[src/rtl/i2c_pkg.sv]
// Shared definitions for the I2C single-byte write master.
// Contents:
//   i2c_state_t   - transaction phase of the master FSM
//   I2C_WRITE_BIT - R/W bit appended to the address (0 = write)
//   I2C_ADDR_W    - width of the 7-bit target address
//   I2C_DATA_W    - width of the data byte
package i2c_pkg;

    typedef enum logic [2:0] {
        IDLE,
        START,
        ADDR,
        ADDR_ACK,
        DATA,
        DATA_ACK,
        STOP
    } i2c_state_t;

    localparam logic I2C_WRITE_BIT = 1'b0;
    localparam int   I2C_ADDR_W    = 7;
    localparam int   I2C_DATA_W    = 8;

endpackage

[src/rtl/i2c_tick_gen.sv]
// Quarter-period strobe generator for the I2C master.
// Emits a one-cycle tick every CLK_DIV clocks while enabled; the count is
// held at zero whenever disabled so every transaction starts on a fresh
// quarter boundary.
// Ports:
//   clk_in    - system clock
//   reset_in  - synchronous, active-high reset
//   enable_in - count while high, clear while low
//   tick_out  - one-cycle strobe at the end of each quarter period
module i2c_tick_gen #(
    parameter int CLK_DIV = 250
) (
    input  logic clk_in,
    input  logic reset_in,
    input  logic enable_in,
    output logic tick_out
);

    localparam logic [15:0] LAST_COUNT = 16'(CLK_DIV - 1);

    logic [15:0] count;

    always_ff @(posedge clk_in) begin
        if (reset_in || !enable_in) begin
            count <= '0;
        end else if (count == LAST_COUNT) begin
            count <= '0;
        end else begin
            count <= count + 16'd1;
        end
    end

    assign tick_out = enable_in && (count == LAST_COUNT);

endmodule

[src/rtl/i2c_write_master.sv]
// I2C bus master performing one single-byte write per accepted start pulse:
// START, 7-bit address + W, ACK, data byte, ACK, STOP.
// Ports:
//   clk_in         - system clock
//   reset_in       - synchronous, active-high reset
//   start_pulse_in - one-cycle transaction request (ignored while busy)
//   dev_addr_in    - target address, captured on accept
//   data_in        - byte to write, captured on accept
//   sda_in         - resolved SDA pad level
//   scl_low_out    - 1 pulls SCL low, 0 releases it
//   sda_low_out    - 1 pulls SDA low, 0 releases it
//   busy_out       - transaction in progress
//   done_pulse_out - one-cycle pulse in the final cycle of a transaction
//   ack_error_out  - the last transaction saw a NACK
module i2c_write_master
    import i2c_pkg::*;
#(
    parameter int CLK_DIV = 250
) (
    input  logic                  clk_in,
    input  logic                  reset_in,
    input  logic                  start_pulse_in,
    input  logic [I2C_ADDR_W-1:0] dev_addr_in,
    input  logic [I2C_DATA_W-1:0] data_in,
    input  logic                  sda_in,
    output logic                  scl_low_out,
    output logic                  sda_low_out,
    output logic                  busy_out,
    output logic                  done_pulse_out,
    output logic                  ack_error_out
);

    i2c_state_t            state, state_next;
    logic [1:0]            quarter, quarter_next;
    logic [3:0]            bit_count, bit_count_next;
    logic [7:0]            shift_reg, shift_next;
    logic [I2C_DATA_W-1:0] data_reg, data_next;
    logic                  nack, nack_next;
    logic                  ack_error, ack_error_next;
    logic                  tick;
    logic                  last_quarter;
    logic                  sample_point;

    assign busy_out      = (state != IDLE);
    assign ack_error_out = ack_error;

    i2c_tick_gen #(
        .CLK_DIV(CLK_DIV)
    ) u_tick_gen (
        .clk_in   (clk_in),
        .reset_in (reset_in),
        .enable_in(busy_out),
        .tick_out (tick)
    );

    // A reset mid-transaction simply abandons the bus; no STOP is issued.
    always_ff @(posedge clk_in) begin
        if (reset_in) begin
            state     <= IDLE;
            quarter   <= '0;
            bit_count <= '0;
            shift_reg <= '0;
            data_reg  <= '0;
            nack      <= 1'b0;
            ack_error <= 1'b0;
        end else begin
            state     <= state_next;
            quarter   <= quarter_next;
            bit_count <= bit_count_next;
            shift_reg <= shift_next;
            data_reg  <= data_next;
            nack      <= nack_next;
            ack_error <= ack_error_next;
        end
    end

    // Phases advance on the tick that ends quarter 3; the slave's ACK is
    // sampled on the tick that ends quarter 2, the middle of the SCL-high half.
    assign last_quarter = tick && (quarter == 2'd3);
    assign sample_point = tick && (quarter == 2'd2);

    always_comb begin
        state_next     = state;
        quarter_next   = tick ? quarter + 2'd1 : quarter;
        bit_count_next = bit_count;
        shift_next     = shift_reg;
        data_next      = data_reg;
        nack_next      = nack;
        ack_error_next = ack_error;
        scl_low_out    = 1'b0;
        sda_low_out    = 1'b0;
        done_pulse_out = 1'b0;

        case (state)
            IDLE: begin
                if (start_pulse_in) begin
                    state_next     = START;
                    quarter_next   = 2'd0;
                    bit_count_next = 4'd0;
                    shift_next     = {dev_addr_in, I2C_WRITE_BIT};
                    data_next      = data_in;
                    nack_next      = 1'b0;
                    ack_error_next = 1'b0;
                end
            end

            START: begin
                sda_low_out = quarter[1];
                if (last_quarter) begin
                    state_next = ADDR;
                end
            end

            ADDR: begin
                scl_low_out = !quarter[1];
                sda_low_out = !shift_reg[7];
                if (last_quarter) begin
                    shift_next = shift_reg << 1;
                    if (bit_count == 4'd7) begin
                        bit_count_next = 4'd0;
                        state_next     = ADDR_ACK;
                    end else begin
                        bit_count_next = bit_count + 4'd1;
                    end
                end
            end

            ADDR_ACK: begin
                scl_low_out = !quarter[1];
                if (sample_point) begin
                    nack_next = sda_in;
                    if (sda_in) begin
                        ack_error_next = 1'b1;
                    end
                end
                if (last_quarter) begin
                    state_next = nack ? STOP : DATA;
                end
            end

            DATA: begin
                scl_low_out = !quarter[1];
                sda_low_out = !data_reg[I2C_DATA_W-1];
                if (last_quarter) begin
                    data_next = data_reg << 1;
                    if (bit_count == 4'd7) begin
                        bit_count_next = 4'd0;
                        state_next     = DATA_ACK;
                    end else begin
                        bit_count_next = bit_count + 4'd1;
                    end
                end
            end

            DATA_ACK: begin
                scl_low_out = !quarter[1];
                if (sample_point && sda_in) begin
                    ack_error_next = 1'b1;
                end
                if (last_quarter) begin
                    state_next = STOP;
                end
            end

            STOP: begin
                scl_low_out = (quarter == 2'd0);
                sda_low_out = !quarter[1];
                if (last_quarter) begin
                    state_next     = IDLE;
                    done_pulse_out = 1'b1;
                end
            end

            default: begin
                state_next = IDLE;
            end
        endcase
    end

endmodule

[config.mk]
export PLATFORM = sky130hd
export DESIGN_NAME = i2c_write_master
export DESIGN_NICKNAME = d
export VERILOG_FILES = /design/src/rtl/i2c_pkg.sv /design/src/rtl/i2c_tick_gen.sv /design/src/rtl/i2c_write_master.sv
export SDC_FILE = /design/constraint.sdc
export NUM_CORES = 1
export LEC_CHECK = 0
export ABC_AREA = 1
export CORE_MARGIN = 5
export CORE_UTILIZATION = 31
export CTS_CLUSTER_DIAMETER = 40
export CTS_CLUSTER_SIZE = 20
export DETAILED_ROUTE_END_ITERATION = 10
export HOLD_SLACK_MARGIN = 0.06
export PLACE_DENSITY = 0.57
export SYNTH_ARGS = -nofsm -noshare
export SYNTH_HDL_FRONTEND = slang
export SYNTH_SLANG_ARGS = --single-unit
export TNS_END_PERCENT = 30
[constraint.sdc]
create_clock -name clk_in -period 3.15 [get_ports clk_in]
set_clock_uncertainty 0.15 [all_clocks]
set_input_delay 0.945 -clock clk_in [delete_from_list [all_inputs] [get_ports clk_in]]
set_output_delay 0.945 -clock clk_in [all_outputs]
set_load 0.01 [all_outputs]
Yosys cells after proc, flatten, opt, wreduce, memory -nomap -nowiden --
Cells that the tools add are included.
Operators by class: multiplexer cells 35, reductions and logical operators 26, add/sub/neg operators 3, equality and inequality tests 23
Operators with widths (count):
- $mux W8 | 4
- $pmux W8 S2 | 2
- $mux W3 | 9
- $ne A2 B2 Y1 const B | 12
- $pmux W3 S7 | 1
- $add A16 B1 Y16 const B | 1
- $eq A16 B8 Y1 const B | 1
- $mux W4 | 3
- $reduce_and A3 Y1 | 4
- $eq A3 B3 Y1 const B | 3
- $reduce_and A9 Y1 | 1
- $mux W2 | 4
- $pmux W4 S2 | 1
- $reduce_bool A2 Y1 | 4
- $mux W1 | 7
- $eq A3 B2 Y1 const B | 2
- $reduce_bool A3 Y1 | 2
- $reduce_and A5 Y1 | 1
- $add A4 B1 Y4 const B | 1
- $eq A2 B2 Y1 const B | 2
- $eq A4 B3 Y1 const B | 1
- $logic_and A1 B1 Y1 | 4
- $logic_not A1 Y1 | 4
- $pmux W1 S2 | 2
- 10 further kinds | 11
Word-level totals: bits in registers 43, logic and storage cells 95, output and inout port bits 5, input bits 19

Longest topological paths before layout --
depth after elaboration 6, gate-level depth with buffers 12, mapped depth without buffers 12

Hierarchy --
From an unflattened synthesis, not the netlist that was laid out.
Second synthesis, totals: cell total of the unflattened synthesis 338, area total of the unflattened synthesis 2437.3 µm²
Modules (own cells, without submodules):
- i2c_write_master | area an instance 1546.5 µm², instances 1, cells each 210, sequential area each 520.5 µm²
- i2c_tick_gen | area an instance 890.9 µm², instances 1, cells each 128, sequential area each 320.3 µm²

Worst setup path before layout --
OpenSTA, ideal clock, no wires.
path type reg2out, from register u_tick_gen.count[0], to output port done_pulse_out, stages on the path, launching flop included 8, data arrival time 1.437 ns, data required time 2.055 ns, buffers on the path 0, slack 0.618 ns, cell sequence dfxtp_1 ha_1 nand2_1 nor2_2 nand3_2 nor2_8 nand2_1 nor4_1
Between the ends: cells in the longest elaborated chain, start to end 5
Ends and longest elaborated chain:
- start, declared | line i2c_tick_gen.sv:21 | logic [15:0] count;
- start signal, assigned | line i2c_tick_gen.sv:29 | count <= count + 16'd1;
- $eq A16 B8 Y1 | line i2c_tick_gen.sv:33 | assign tick_out = enable_in && (count == LAST_COUNT);
- $logic_and A1 B1 Y1 | line i2c_tick_gen.sv:33
- $logic_and A1 B1 Y1 | line i2c_write_master.sv:79 | assign last_quarter = tick && (quarter == 2'd3);
- $mux W1 | line i2c_write_master.sv:168 | if (last_quarter) begin
- $mux W1 | line i2c_write_master.sv:94 | case (state)
- end, declared | line i2c_write_master.sv:29 | output logic done_pulse_out,
No other way between the ends.

Final worst setup path --
from register u_tick_gen.count[1], to output port done_pulse_out
The elaborated chain is that of the path after synthesis.

==> results.toml <==
[floorplan]
pin_count = 24
rows = 32
core_um2 = 7650
fp.dieW_um = 98.3
die-area_um2 = 9660
start_util_pct = 31.6
die_y_um = 98.3

[setup_path]
r2r-end = "data_reg[0]"
rr_worst_depth = 9
crit_path_end = "done_pulse_out"
start_kind = "flop"
critPathKind = "flop to output pin"
worst_setup_path_end_kind = "output pin"
r2r-start = "state[2]"
cp_max_fo = 4
ff2ff_setup_slack_ns = 1.22
worstPathRequired_ns = 2.05
critPathLaunch = "u_tick_gen.count[1]"
arrival_ns = 1.90

[clocking]
cts_sinks = 42
cts-root-buf = "clkbuf_8"
h-tree-depth = 2
cts_tree = "done"
cts_buffer_depth = 2
worstSkewPairLatency_ns = 0.29
cts.clk_slew.worst_paths_ns = 0.08
cts_buffers = 5
post_cts_buffers = 0

[detailed_routing]
routed_wl_um = 5380
wl_met2_um = 2420
met3WireLength_um = 186
m1WireLength_um = 2670
dr.max_layer_used = "met4"
antenna_left = 0
drcViolationCount = 0
via_per_inst = 4.53
first_pass_iters = 4
first_iter_violations = 102
via_count = 2250
wl_per_cell_um = 10.8

[placement]
portBuffers = 23
gp_congestion = 0.836
hpwlAfterDp_um = 3950

[sta]
tightest_slew_ns = 0.331
fin_tns_setup_ns = 0
period_needed_ns = 2.99
hold_viol_final = 0
relSlewSlack_pct = 77.9
finalMaxSlewViolations = 0
finalSetupViolations = 0
min_period_over_period_pct = 95.1
fmax_mhz = 334
rsz0062_at_grt = "true"

[synth]
ys_seq_elements = 42
synthTopCellsByArea = "dfxtp_1 (35%), nand2_1 (14%), inv_1 (7.6%)"
yosysWarnings = 0
ys_seq_area_share_pct = 34.8
synth_area_um2 = 2420
synth_top_area_share_pct = 34.8
avgSynthCellArea_um2 = 6.60
synth_cells = 366
synth_area_leader_cell = "dfxtp_1"
ys_types = 32
synth_nets = 391

[final_layout]
syn_to_final_growth_pct = 18.8
insertedDiodeCount = 0
final_core_util_pct = 37.5
final_nets = 419
drive_above_1_share_pct = 9.62
largest_reg_flops = 16

[global_routing]
grt_pass1_wl_um = 9230
antenna_found_initial = 0
grt_start_max_net_pins = 31
grt_overflow_total = 0
track_usage_pct = 11.4
grt_pass1_vias = 2124

[power_and_ir_drop]
leakage_nw = 1.26
ir_drop_uv = 260
pwr_density_cell_nw_per_um2 = 628

[run]
drv_cap = 0

[min_path]
hp-class = "flop to flop"

[status]
status = "finished clean"
## power breakdown
part | internal, mW | switching, mW
clock | 0.177 | 0.188
combinational | 0.287 | 0.478
sequential | 0.628 | 0.0448
total | 1.09 | 0.710
## layout by cell type (no fill, tap or decap), drive strengths merged
cell	instances
a211oi	1
a21oi	35
clkbuf	7
xnor2	1
clkinv	1
nor4	1
clkdlybuf4s50	21
o22ai	1
ha	6
buf	9
o21a	1
nand3	36
inv	51
dfxtp	42
nand3b	1
nor3b	2
or2	3
nand4	7
nor2	51
dlygate4sd2	1
o32ai	1
o21ai	18
dlymetal6s2s	1
xor2	1
nor3	4
nand2	92
## critical path: stages, from the launching register on
cell           delay, ns
dfxtp_1             0.34
inv_1               0.06
ha_1                0.16
nand2_1             0.06
nor2_2              0.09
nand3_2             0.12
nor2_8              0.13
nand2_1             0.10
nor4_1              0.24
dlygate4sd2_1       0.32
## timing repair
| action | in CTS | in global routing |
|---|---|---|
| gates resized for setup | 1 | 3 |
| cloned | 0 | 0 |
| endpoints found under the setup margin | 1 | 3 |
| hold buffers | 0 | 0 |
## cell usage after synthesis, drive strengths merged
cell type and number:
a211oi 1, a21oi 35, buf 9, clkbuf 2, dfxtp 42, ha 6, inv 51, nand2 92
nand3 36, nand3b 1, nand4 7, nor2 51, nor3 4, nor3b 2, nor4 1, o21a 1
o21ai 18, o22ai 1, o32ai 1, or2 3, xnor2 1, xor2 1
## metal layers
| layer | GRT usage, % | vias to the layer above |
|---|---|---|
| met4 | 4.83 | 0 |
| met2 | 18.1 | 34 |
| li1 | - | 1219 |
| met3 | 2.57 | 7 |
| met5 | 0 | - |
| met1 | 14.8 | 990 |
## cell type report
| class | instances | area [µm²] |
|---|---|---|
| Multi-Input combinational cell | 262 | 1320 |
| Clock buffer | 7 | 86.3 |
| Tap cell | 102 | 128 |
| Fill cell | 820 | 4780 |
| Inverter | 51 | 191 |
| Timing Repair Buffer | 32 | 299 |
| Clock inverter | 1 | 5.00 |
| Sequential cell | 42 | 841 |
## logic make-up (layout without fill, tap and decap cells)
family / count (synthesis) / in the layout / synth area share (%)
adders and majority gates: 6 / 6 / 3.11
and+or+nand+nor: 197 / 197 / 38.1
DFF: 42 / 42 / 34.8
xor gates and xnor gates: 2 / 2 / 0.725
buffers and inverters: 62 / 91 / 10.9
AOI/OAI and AO/OA: 57 / 57 / 12.4
## worst min-delay path by stage
stage | from | to | slack, ns | cells past startpoint
final | nack | nack | 0.33 | 2
after global routing | data_reg[0] | data_reg[0] | 0.36 | 2
after CTS | nack | nack | 0.33 | 2
after detailed placement | nack | nack | 0.32 | 2
after global placement | u_tick_gen.count[15] | u_tick_gen.count[15] | 0.31 | 2
after floorplan | nack | nack | 0.29 | 2
## per-stage QoR
| step | power [mW] | setup WS [ns] | hold WS (ns) | area (µm²) | instances |
|---|---|---|---|---|---|
| 2_1_floorplan | 1.24 | 0.618 | 0.294 | 2420 | 366 |
| 3_3_place_gp | 1.44 | 0.195 | 0.311 | 2770 | 489 |
| 3_5_place_dp | 1.45 | 0.163 | 0.316 | 2770 | 489 |
| 4_1_cts | 1.82 | 0.121 | 0.328 | 2860 | 497 |
| 5_1_grt | 1.97 | -0.0450 | 0.356 | 2870 | 497 |
| 6_report | 1.80 | 0.155 | 0.328 | 2870 | 497 |
Power figures use the tool's default switching activity.
